==> src/rtl/mouse_cmd_sequencer.sv <==
// -----------------------------------------------------------------------------
// mouse_cmd_sequencer
//
// Host-side command sequencer for the PS/2 mouse link. Command bytes written by
// the processor bus are queued. For each byte the sequencer drives the PS/2
// transmitter handshake, waits for the mouse ACK (FA), resends on FE or on a
// receiver error, and reports DONE or ERROR per byte.
//
// Handshake semantics: SEND_BYTE is a one-cycle request carrying BYTE_TO_SEND.
// BYTE_SENT and BYTE_READY are one-cycle strobes from the transmitter and the
// receiver. A strobe is only acted on in the state that waits for it. CMD_WR is
// accepted on any cycle where the queue is not full. There is no backpressure
// other than CMD_FULL, and CMD_OVF flags a dropped write.
//
// Parameters:
//   FIFO_DEPTH  : command queue depth (power of 2, >= 2)
//   ACK_TIMEOUT : cycles allowed in each wait state (>= 2)
//   MAX_RETRY   : resend attempts per byte after the first send
//
// Ports:
//   CLK, RESET (synchronous, active low)
//   CMD_WR / CMD_DATA / CMD_FULL / CMD_OVF    : bus-side command queue
//   SEND_BYTE / BYTE_TO_SEND / BYTE_SENT      : PS/2 transmitter handshake
//   READ_ENABLE / BYTE_READ / BYTE_ERROR_CODE / BYTE_READY : PS/2 receiver
//   BUSY / DONE / ERROR / ERR_CODE            : status to the bus
//   DBG_STATE                                 : current FSM state (debug)
//
// Optional build macro: MOUSE_CMD_ERR_FLUSH_EN
//   When defined, an error flushes the whole queue in the cycle the error is
//   decided. A write arriving in that cycle is discarded. This prevents the
//   parameter bytes of a failed multi-byte command from being sent.
// -----------------------------------------------------------------------------
module mouse_cmd_sequencer #(
  parameter int FIFO_DEPTH  = 4,
  parameter int ACK_TIMEOUT = 50000,
  parameter int MAX_RETRY   = 2
) (
  input  logic       CLK,
  input  logic       RESET,
  input  logic       CMD_WR,
  input  logic [7:0] CMD_DATA,
  output logic       CMD_FULL,
  output logic       CMD_OVF,
  output logic       SEND_BYTE,
  output logic [7:0] BYTE_TO_SEND,
  input  logic       BYTE_SENT,
  output logic       READ_ENABLE,
  input  logic [7:0] BYTE_READ,
  input  logic [1:0] BYTE_ERROR_CODE,
  input  logic       BYTE_READY,
  output logic       BUSY,
  output logic       DONE,
  output logic       ERROR,
  output logic [1:0] ERR_CODE,
  output logic [1:0] DBG_STATE
);

  localparam int PW = $clog2(FIFO_DEPTH);
  localparam int CW = PW + 1;
  localparam int TW = $clog2(ACK_TIMEOUT);
  localparam int RW = (MAX_RETRY < 1) ? 1 : $clog2(MAX_RETRY + 1);

  localparam logic [7:0] ACK_BYTE    = 8'hFA;
  localparam logic [7:0] NACK_BYTE   = 8'hFC;
  localparam logic [7:0] RESEND_BYTE = 8'hFE;

  typedef enum logic [1:0] {
    S_IDLE      = 2'd0,
    S_SEND      = 2'd1,
    S_WAIT_SENT = 2'd2,
    S_WAIT_ACK  = 2'd3
  } state_t;

  // ---------------- registers ----------------
  state_t          state, state_d;
  logic [TW-1:0]   timer, timer_d;
  logic [RW-1:0]   retry, retry_d;
  logic [7:0]      byte_q, byte_d;
  logic            head_loaded, head_loaded_d;
  logic            done_q, error_q;
  logic [1:0]      err_code_q;

  logic [7:0]      mem [FIFO_DEPTH];
  logic [PW-1:0]   wr_ptr, rd_ptr;
  logic [CW-1:0]   count;

  // ---------------- combinational controls ----------------
  logic            full;
  logic            push;
  logic            pop;
  logic            done_ev;
  logic            err_ev;
  logic [1:0]      err_val;
  logic            send_req;
  logic            read_en;
  logic            timed_out;

  assign full = (count == CW'(FIFO_DEPTH));

`ifdef MOUSE_CMD_ERR_FLUSH_EN
  assign push = CMD_WR && !full && !err_ev;
`else
  assign push = CMD_WR && !full;
`endif
  assign pop  = done_ev || err_ev;

  assign timed_out = (timer == TW'(ACK_TIMEOUT - 1));

  always_comb begin
    state_d       = state;
    timer_d       = timer;
    retry_d       = retry;
    byte_d        = byte_q;
    head_loaded_d = head_loaded;
    done_ev       = 1'b0;
    err_ev        = 1'b0;
    err_val       = err_code_q;
    send_req      = 1'b0;
    read_en       = 1'b0;

    case (state)
      S_IDLE: begin
        // The head byte is fetched through a registered read. IDLE spends one
        // cycle loading BYTE_TO_SEND before it issues the request.
        if (count != '0) begin
          if (!head_loaded) begin
            byte_d        = mem[rd_ptr];
            head_loaded_d = 1'b1;
          end else begin
            head_loaded_d = 1'b0;
            retry_d       = '0;
            state_d       = S_SEND;
          end
        end
      end

      S_SEND: begin
        send_req = 1'b1;
        timer_d  = '0;
        state_d  = S_WAIT_SENT;
      end

      S_WAIT_SENT: begin
        read_en = 1'b1;
        if (BYTE_SENT) begin
          timer_d = '0;
          state_d = S_WAIT_ACK;
        end else if (timed_out) begin
          err_ev  = 1'b1;
          err_val = 2'b01;
        end else begin
          timer_d = timer + TW'(1);
        end
      end

      S_WAIT_ACK: begin
        read_en = 1'b1;
        // A receiver strobe takes priority over a timeout in the same cycle.
        // Bytes that are neither ACK, NACK nor resend are ignored, and the
        // timer keeps running.
        if (BYTE_READY && BYTE_ERROR_CODE == 2'b00 && BYTE_READ == ACK_BYTE) begin
          done_ev = 1'b1;
        end else if (BYTE_READY && BYTE_ERROR_CODE == 2'b00 && BYTE_READ == NACK_BYTE) begin
          err_ev  = 1'b1;
          err_val = 2'b10;
        end else if (BYTE_READY && (BYTE_ERROR_CODE != 2'b00 || BYTE_READ == RESEND_BYTE)) begin
          if (retry < RW'(MAX_RETRY)) begin
            retry_d = retry + RW'(1);
            state_d = S_SEND;
          end else begin
            err_ev  = 1'b1;
            err_val = 2'b11;
          end
        end else if (timed_out) begin
          err_ev  = 1'b1;
          err_val = 2'b01;
        end else begin
          timer_d = timer + TW'(1);
        end
      end

      default: state_d = S_IDLE;
    endcase

    if (done_ev || err_ev) begin
      state_d       = S_IDLE;
      head_loaded_d = 1'b0;
    end
  end

  // ---------------- state and queue registers ----------------
  always_ff @(posedge CLK) begin
    if (!RESET) begin
      state       <= S_IDLE;
      timer       <= '0;
      retry       <= '0;
      byte_q      <= 8'h00;
      head_loaded <= 1'b0;
      done_q      <= 1'b0;
      error_q     <= 1'b0;
      err_code_q  <= 2'b00;
      wr_ptr      <= '0;
      rd_ptr      <= '0;
      count       <= '0;
    end else begin
      state       <= state_d;
      timer       <= timer_d;
      retry       <= retry_d;
      byte_q      <= byte_d;
      head_loaded <= head_loaded_d;
      done_q      <= done_ev;
      error_q     <= err_ev;
      if (err_ev) err_code_q <= err_val;

`ifdef MOUSE_CMD_ERR_FLUSH_EN
      if (err_ev) begin
        rd_ptr <= wr_ptr;
        count  <= '0;
      end else
`endif
      begin
        if (push) wr_ptr <= wr_ptr + PW'(1);
        if (pop)  rd_ptr <= rd_ptr + PW'(1);
        case ({push, pop})
          2'b10:   count <= count + CW'(1);
          2'b01:   count <= count - CW'(1);
          default: count <= count;
        endcase
      end
    end
  end

  // Queue storage needs no reset: it is only read while count is non-zero.
  always_ff @(posedge CLK) begin
    if (push) mem[wr_ptr] <= CMD_DATA;
  end

  // ---------------- outputs ----------------
  assign CMD_FULL     = full;
  assign CMD_OVF      = CMD_WR && full;
  assign SEND_BYTE    = send_req;
  assign BYTE_TO_SEND = byte_q;
  assign READ_ENABLE  = read_en;
  assign BUSY         = (state != S_IDLE) || (count != '0);
  assign DONE         = done_q;
  assign ERROR        = error_q;
  assign ERR_CODE     = err_code_q;
  assign DBG_STATE    = state;

endmodule

==> config.mk <==
export PLATFORM = sky130hd
export DESIGN_NAME = mouse_cmd_sequencer
export DESIGN_NICKNAME = d
export VERILOG_FILES = /design/src/rtl/mouse_cmd_sequencer.sv
export SDC_FILE = /design/constraint.sdc
export NUM_CORES = 1
export LEC_CHECK = 0
export CORE_MARGIN = 2
export CORE_UTILIZATION = 55
export CTS_BUF_LIST = sky130_fd_sc_hd__clkbuf_16
export CTS_CLUSTER_DIAMETER = 200
export CTS_CLUSTER_SIZE = 8
export DETAILED_ROUTE_END_ITERATION = 10
export PLACE_DENSITY = 0.88
export SYNTH_ARGS = -nofsm -noshare
export SYNTH_HDL_FRONTEND = slang
export SYNTH_SLANG_ARGS = --single-unit
==> constraint.sdc <==
create_clock -name CLK -period 3.8 [get_ports CLK]
set_input_delay 0.76 -clock CLK [delete_from_list [all_inputs] [get_ports CLK]]
set_output_delay 0.76 -clock CLK [all_outputs]
set_load 0.01 [all_outputs]
# After elaboration in Yosys (flattened, before gate mapping)
# Memory sizes are Yosys's and may differ from the RTL's. A register that Yosys moved wholly into a read port is not among the register bits.
# Index checks and enable logic that the tools add are counted.
# W data, S select, Z words.
totals:
  register_bits: 32
  mem_bits_rw: 32
  out_inout_bits: 19
  elab_cells: 111
  n_memories: 1
memory_table:
  columns: ["memory", "words", "word_bits", "read_ports", "rd_clocked_by_memory_dff", "write_ports", "line_no", "source"]
  rows:
  - ["mem", 4, 8, 1, 1, 1, "83", "logic [7:0] mem [FIFO_DEPTH];"]
op_classes:
  n_addsub: 6
  order_cmp: 1
  eq_ne: 20
  muxes: 43
  bitwise: 2
  n_reduce_logical: 28
op_table:
  columns: ["operator", "count"]
  rows:
  - ["$mux W16", 5]
  - ["$pmux W16 S3", 1]
  - ["$mux W2", 19]
  - ["$eq A8 B8 Y1 const B", 3]
  - ["$ne A2 B2 Y1 const B", 9]
  - ["$add A16 B1 Y16 const B", 1]
  - ["$eq A16 B16 Y1 const B", 1]
  - ["$reduce_and A7 Y1", 2]
  - ["$mux W1", 13]
  - ["$reduce_bool A2 Y1", 5]
  - ["$pmux W2 S2", 2]
  - ["$pmux W2 S4", 1]
  - ["$add A2 B1 Y2 const B", 3]
  - ["$eq A2 B2 Y1 const B", 3]
  - ["$logic_and A1 B1 Y1", 6]
  - ["$pmux W3 S2", 1]
  - ["$reduce_bool A3 Y1", 2]
  - ["$reduce_and A5 Y1", 1]
  - ["$eq A2 B1 Y1 const B", 2]
  - ["$logic_not A2 Y1", 2]
  - ["$ne A4 B4 Y1 const B", 1]
  - ["$reduce_and A4 Y1", 1]
  - ["$reduce_or A2 Y1", 2]
  - ["$add A3 B1 Y3 const B", 1]
  - ["9 further kinds", 13]

# Longest topological paths before layout
# Gate-level depths: netlist of the first run.
depth:
  depth_word: 10
  depth_mapped: 13
  mapped_depth_nobuf: 12

# Worst setup path before layout of the first run
# No wires, ideal clock.
synth_path:
  kind: "input to register"
  startpoint: "input port BYTE_READ[1]"
  endpoint: "register count[2]"
  t_arrival_ns: 2.894
  required_ns: 3.728
  path_slack_ns: 0.834
  cell_stages: 11
  path_buffers: 1
  cell_sequence: "buf_6 > or3_1 > a211oi_1 > o211ai_1 > nand3_1 > ha_1 > inv_1 > fa_1 > xor2_1 > or3_1 > a21oi_1"
synth_via:
  elab_chain_cells: 10
synth_lines:
  columns: ["element", "line_no", "source"]
  rows:
  - ["from (decl)", "48", "input logic [7:0] BYTE_READ,"]
  - ["$eq A8 B8 Y1", "166", "end else if (BYTE_READY && (BYTE_ERROR_CODE != 2'b00 || BYTE_READ == RESEND_BYTE)) begin"]
  - ["$logic_or A1 B1 Y1", "166", null]
  - ["$logic_and A1 B1 Y1", "166", null]
  - ["$mux W1", "166", null]
  - ["$mux W1", "163", "end else if (BYTE_READY && BYTE_ERROR_CODE == 2'b00 && BYTE_READ == NACK_BYTE) begin"]
  - ["$mux W1", "161", "if (BYTE_READY && BYTE_ERROR_CODE == 2'b00 && BYTE_READ == ACK_BYTE) begin"]
  - ["$pmux W1 S2", "121", "case (state)"]
  - ["$logic_or A1 B1 Y1 (*)", "105", "assign pop = done_ev || err_ev;"]
  - ["named net pop", "90", "logic pop;"]
  - ["$eq A2 B1 Y1 or $eq A2 B2 Y1 (tied branches)", "224", "case ({push, pop})"]
  - ["$pmux W3 S2 or $reduce_bool A2 Y1 (tied branches)", null, null]
  - ["to (signal assigned)", "225", "2'b10: count <= count + CW'(1);"]
  - ["to (signal assigned)", "226", "2'b01: count <= count - CW'(1);"]
  - ["to (signal assigned)", "227", "default: count <= count;"]
  - ["to (decl)", "85", "logic [CW-1:0] count;"]
# The timed path passes the listed nets; every way through them passes the cells marked *.
# A chain may end at the register's enable or synchronous reset.

# Worst setup path after layout of the first run
layout_path:
  startpoint: "input port BYTE_ERROR_CODE[1]"
  endpoint: "register count[2]"
layout_via:
  elab_chain_cells: 10
layout_lines:
  columns: ["element", "line_no", "source"]
  rows:
  - ["from (decl)", "49", "input logic [1:0] BYTE_ERROR_CODE,"]
  - ["$reduce_bool A2 Y1", "166", null]
  - ["$logic_or A1 B1 Y1", "166", null]
  - ["$logic_and A1 B1 Y1", "166", null]
  - ["$mux W1", "166", null]
  - ["$mux W1", "163", null]
  - ["$mux W1", "161", null]
  - ["$pmux W1 S2", "121", null]
  - ["$logic_or A1 B1 Y1 (*)", "105", null]
  - ["named net pop", "90", null]
  - ["$eq A2 B1 Y1 or $eq A2 B2 Y1 (tied branches)", "224", null]
  - ["$pmux W3 S2 or $reduce_bool A2 Y1 (tied branches)", null, null]
# Marks and branches as above.

==> results_dict.tcl, run 1 <==
set metrics [dict create \
    hold_class "reg2reg" \
    layout_commonest_cell "clkdlybuf4s50_1" \
    grt_max_degree 20 \
    drc 0 \
    finalHoldViolCount 0 \
    clock_path_buffers 2 \
    setup_slack_ns 0.460 \
    ctsRootBufferMaster "clkbuf_16" \
    netlist_area_um2 3420 \
    dr.pass1.iters 5 \
    cts_tree "built" \
    max_cap_violations 0 \
    grt_pass1_wl_mm 12.6 \
    tns_ns 0 \
    grtUsageTotal_pct 23.0 \
    synth_seq_cells 72 \
    reg2reg_to "count[2]$_SDFFE_PN0P_" \
    synth_compound_area_share_pct 13.0 \
    routed_wl_mm 7.85 \
    p_leak_nw 1.51 \
    path_clk_slew_ns 0.05 \
    ios 42 \
    io_buffers 41 \
    whs_endpoint "BYTE_TO_SEND[5]$_SDFFE_PN0P_" \
    path_buf_inv 2 \
    synth_top_family_by_area "simple AND/OR/NAND/NOR gates" \
    layout_common_cells "clkdlybuf4s50_1, dfxtp_1, nand2_1, edfxtp_1, a21oi_1" \
    cts_resized 0 \
    end_kind "flip-flop" \
    htree_levels 3 \
    area_growth_pct 22.5 \
    critPathSlowestCell "clkdlybuf4s50_1" \
    layout-drive-gt1-share_pct 9.54 \
    worst_slew_pin_slew_ns 0.625 \
    utilization_pct 70.3 \
    routed-via-count 2746 \
    cts_hold_buf 0 \
    yosys.area_share.xor_xnor_pct 2.27 \
    worstReg2RegStart "timer[8]$_SDFFE_PN0P_" \
    dieArea_um2 6860 \
    nFillCells 402 \
    viasPerCell 6.21 \
    grt_remaining_overflow 0 \
    hold_depth 2 \
    timing.final.crit_share_pct 87.9 \
    critical_path_peak_fanout 5 \
    diodes 0 \
    async_flop_share_pct 0 \
    clk_latency_ns 0.33 \
    nNetsFinal 397 \
    grt_pass1_vias 2678 \
    synthAdderAreaFrac_pct 4.61 \
    max_stage_delay_ns 0.47 \
    gp_congestion 0.869 \
    hpwlAfterDp_mm 5.10 \
    drt_iter0_drc 188 \
    muxShareOfSynthArea_pct 5.56 \
    syn_area_per_cell_um2 10.8 \
    synth-main-ff-cell "dfxtp_1" \
    syn_inst 317 \
    yosysSeqAreaShare_pct 51.5 \
    fin_worst_skew_ns 0.00796 \
    max_freq_mhz 299 \
    status "finished, final reports clean" \
    relSlewSlack_pct 58.3 \
    crit_chain "clkdlybuf4s50_1 > o21ai_1 > nand2_1 > a221o_1 > nand3_1 > ha_1 > inv_1 > fa_1 > xor2_1 > or3_1 > a21oi_1" \
    critPathRequiredTime_ns 4.06 \
    yosys.area_share.simple_pct 19.7 \
    ys_warn_count 0 \
    slew_violations 0 \
    cts-buffers-inserted 9 \
    synth_fp_nets 352 \
    critPathKind "in2reg" \
    synth-edff-count 32 \
    power_density_nw_per_um2 512 \
    start_util_pct 57.4 \
    fp-row-count 28 \
    ir_drop_mv 0.344 \
    synth_cell_type_count 57 \
    detail-route-antenna-nets 0 \
    cp_data_arrival_time_ns 3.60 \
    p_total_mw 2.14 \
    design.core.area_um2 5960 \
    clock-sinks 72 \
    die_h_um 82.8 \
    antenna_found_initial 0 \
    reg2regPathDepth 10 \
    holdCritStartpoint "BYTE_TO_SEND[5]$_SDFFE_PN0P_" \
    die_w_um 82.8 \
    wl_per_cell_um 17.8 \
    path_depth 11 \
    dp_slack_ns 0.159 \
    crit_family "compound AO/OA/AOI/OAI gates" \
    critPathLaunchType "input port" \
    rrSetupSlack_ns 0.76 \
    rsz0062_at_grt "no" \
    period_needed_ns 3.34 \
    post-cts-setup-buffers 0 \
    final-setup-viol-count 0 \
]
==> cell usage after synthesis (2+ instances only) <==
master | number | area [um2]
a21oi_1 | 29 | 145
a31o_1 | 2 | 17.5
a31oi_1 | 2 | 12.5
and2_1 | 2 | 12.5
and3_1 | 10 | 62.6
and4_1 | 5 | 43.8
buf_2 | 3 | 15.0
clkbuf_1 | 6 | 22.5
dfxtp_1 | 40 | 801
edfxtp_1 | 32 | 961
ha_1 | 11 | 138
inv_1 | 14 | 52.6
mux4_2 | 8 | 180
nand2_1 | 39 | 146
nand3_1 | 8 | 40.0
nand4_1 | 10 | 62.6
nand4_2 | 2 | 25.0
nor2_1 | 21 | 78.8
nor4bb_1 | 2 | 20.0
o211ai_1 | 2 | 15.0
o21ai_0 | 12 | 60.1
o21ai_1 | 4 | 20.0
or2_2 | 2 | 12.5
or3_1 | 13 | 81.3
xnor2_1 | 4 | 35.0
xor2_1 | 3 | 26.3
==> power breakdown <==
group          internal [mW]  total [mW]  switching, mW  leakage [nW]
Clock                  0.503       0.810          0.307         0.146
Combinational          0.183       0.432          0.250         0.745
Sequential             0.863       0.900         0.0371         0.618
Total                   1.55        2.14          0.594          1.51
==> worst max path at each step <==
stage                       start                     to  slack [ns]
2_1_floorplan        BYTE_READ[1]  count[2]$_SDFFE_PN0P_        0.83
3_3_place_gp   BYTE_ERROR_CODE[1]  count[2]$_SDFFE_PN0P_        0.28
3_5_place_dp   BYTE_ERROR_CODE[0]  count[2]$_SDFFE_PN0P_        0.16
4_1_cts        BYTE_ERROR_CODE[1]  count[2]$_SDFFE_PN0P_        0.50
5_1_grt        BYTE_ERROR_CODE[1]  count[2]$_SDFFE_PN0P_        0.32
6_report       BYTE_ERROR_CODE[1]  count[2]$_SDFFE_PN0P_        0.46
==> routing by layer <==
layer | part of all wire [%] | track usage, % | vias to the layer above | wire (um)
li1 | - | - | 1278 | -
met1 | 40 | 28.3 | 1310 | 3170
met2 | 51 | 38.5 | 137 | 3990
met3 | 6.9 | 5.96 | 21 | 540
met4 | 1.9 | 9.54 | 0 | 151
met5 | 0 | 0 | - | 0
==> sequential cells by signal, summed over array words and instances, names as in the netlist <==
name and cells:
ERROR 1, DBG_STATE 2, BYTE_TO_SEND 8, rd_ptr 2, retry 2, ERR_CODE 2, mem 32, DONE 1
timer 16, head_loaded 1, wr_ptr 2, count 3
==> final cells by class <==
class,count,area (um2),area share [%]
clock buffers,9,225,5.38
clock inverters,7,66.3,1.58
inverters,15,56.3,1.34
multi-input cells,219,1540,36.9
flip-flops and latches,72,1760,42.1
well taps,75,93.8,2.24
repair buffers,45,440,10.5
==> worst reg2reg max path, delay by kind of cell, from the launching register on <==
kind | cells | cell delay, ns
adder cells (fa/ha/maj) | 2 | 0.61
XOR/XNOR | 1 | 0.16
flip-flops | 1 | 0.38
buffers and inverters | 1 | 0.06
AO/OA/AOI/OAI | 2 | 0.57
AND/OR/NAND/NOR | 4 | 1.19
==> cells by family after synthesis <==
kind of cell | after synthesis
compound gates | 66
xor+xnor | 8
buf+inv | 26
fa+ha+maj | 12
mux | 9
flops | 72
simple gates | 124
==> metrics by stage <==
stage          area [um2]  instances  hold WS, ns
6_report             4190        442        0.459
4_1_cts              4190        442        0.461
3_3_place_gp         3900        426        0.443
5_1_grt              4190        442        0.478
2_1_floorplan        3420        317        0.441
3_5_place_dp         3900        426        0.449
Power figures use the tool's default switching activity.
==> run 2: changes to the inputs <==
Settings changed: CORE_UTILIZATION 55 to 60, DONT_BUFFER_PORTS from default to 1, PLACE_DENSITY 0.88 to 0.85.
==> run 2 against run 1 <==
Routed wire length down 14%. Flip-flop and latch count did not move. Design area is 10% lower. Worst setup slack improved by 0.12 ns. First-iteration DRC count increased by 1.1%. Critical path depth down 1. Global-route usage increased by 0.28 points. Cell count shrank 11%. Highest routed layer unchanged.
==> results_dict.tcl, run 2 (synthesis results as in run 1) <==
set metrics [dict create \
    place_inst 378 \
    period_needed_ns 3.22 \
    grt_util_met2_pct 36.9 \
    clock_path_buffers 2 \
    p_leak_nw 1.34 \
    cts_tree "built" \
    clock-sinks 72 \
    grtUsageTotal_pct 23.3 \
    critPathLaunchType "flip-flop" \
    diodes 0 \
    path_clk_slew_ns 0.06 \
    grt_max_degree 20 \
    busiest_layer "met2" \
    routed-via-count 2456 \
    dp_slack_ns 0.620 \
    use_met1_pct 28.3 \
    io_buffers 0 \
    layout_commonest_cell "dfxtp_1" \
    design.core.area_um2 5510 \
    slew_violations 0 \
    end_kind "flip-flop" \
    nNetsFinal 352 \
    met3_usage_pct 8.48 \
    htree_levels 3 \
    drt_iter0_drc 190 \
    largest_reg_flops 32 \
    timing.final.crit_share_pct 84.6 \
    setup_slack_ns 0.584 \
    nFillCells 381 \
    layout-drive-gt1-share_pct 10.6 \
    drc 0 \
    tns_ns 0 \
    rsz0062_at_grt "no" \
    final-setup-viol-count 0 \
    hpwlAfterDp_mm 4.59 \
    largest-register "mem" \
    clk_latency_ns 0.34 \
    holdCritStartpoint "timer[1]$_SDFFE_PN0P_" \
    status "finished, final reports clean" \
    fin_worst_skew_ns 0.00750 \
    detail-route-antenna-nets 0 \
    finalHoldViolCount 0 \
    die_w_um 79.5 \
    area_growth_pct 10.0 \
    power_density_nw_per_um2 556 \
    cts-buffers-inserted 9 \
    relSlewSlack_pct 59.2 \
    critical_path_peak_fanout 10 \
    layout_common_cells "dfxtp_1, nand2_1, edfxtp_1, a21oi_1, nor2_1" \
    layout.cells.non_filler 394 \
    ir_drop_mv 0.390 \
    ios 42 \
    setup.worst_path.start "DBG_STATE[0]$_SDFFE_PP0P_" \
    cts_resized 0 \
    wl_per_cell_um 17.2 \
    ctsRootBufferMaster "clkbuf_16" \
    routed_wl_mm 6.78 \
    hold_class "reg2reg" \
    grt_remaining_overflow 0 \
    post-cts-setup-buffers 0 \
    gp_congestion 0.857 \
    cp_data_arrival_time_ns 3.47 \
    worst_slew_pin_slew_ns 0.612 \
    grt_pass1_vias 2372 \
    die_h_um 79.5 \
    worstReg2RegStart "DBG_STATE[0]$_SDFFE_PP0P_" \
    max_cap_violations 0 \
    cts_hold_buf 0 \
    critPathRequiredTime_ns 4.06 \
    grt_pass1_wl_mm 11.1 \
    viasPerCell 6.23 \
    max_freq_mhz 311 \
    critPathKind "reg2reg" \
    fp-row-count 27 \
    dr.pass1.iters 4 \
    antenna_found_initial 0 \
    start_util_pct 62.1 \
    dieArea_um2 6320 \
]
## run 2: critical path, cell delays in order, from the launching register on
cell     delay (ns)
dfxtp_1        0.48
ha_1           0.40
nor3b_2        0.45
nand4_1        0.34
nand3_1        0.22
ha_1           0.21
inv_1          0.06
fa_1           0.38
xor2_1         0.16
or3_1          0.30
a21oi_1        0.14
## run 2: worst paths after layout
check / end / slack, ns / cells after the start
worst min-delay path: timer[1]$_SDFFE_PN0P_ / 0.46 / 2
worst max-delay path: count[2]$_SDFFE_PN0P_ / 0.58 / 10
worst max register to register: count[2]$_SDFFE_PN0P_ / 0.58 / 10
worst min register to register: timer[1]$_SDFFE_PN0P_ / 0.46 / 2
## run 2: final cells by class
cell class              instances  area [um2]  share of cell area, %
clock inverters                 7        83.8                   2.23
multi-input cells             219        1540                   41.1
inverters                      15        56.3                   1.50
clock buffers                   9         225                   5.99
well taps                      72        90.1                   2.40
flip-flops and latches         72        1760                   46.8
## run 2: power breakdown
part | switching (mW) | leakage [nW] | internal, mW
clock network | 0.347 | 0.149 | 0.522
registers | 0.0467 | 0.618 | 0.863
logic | 0.207 | 0.574 | 0.107
## run 2: routing by layer
layer / vias up / wire length (um)
li1: 1176 / -
met1: 1168 / 2920
met2: 96 / 3180
met3: 16 / 521
met4: 0 / 163
met5: - / 0
## run 2: stage by stage
| step | instance area [um2] | util (%) | hold WS (ns) | power [mW] |
|---|---|---|---|---|
| 6_report | 3760 | 68.3 | 0.465 | 2.09 |
| 5_1_grt | 3760 | 68.3 | 0.497 | 2.17 |
| 4_1_cts | 3760 | 68.3 | 0.468 | 2.10 |
| 3_5_place_dp | 3450 | 62.7 | 0.460 | 1.23 |
| 3_3_place_gp | 3450 | 62.7 | 0.451 | 1.22 |
| 2_1_floorplan | 3420 | - | 0.441 | 1.17 |
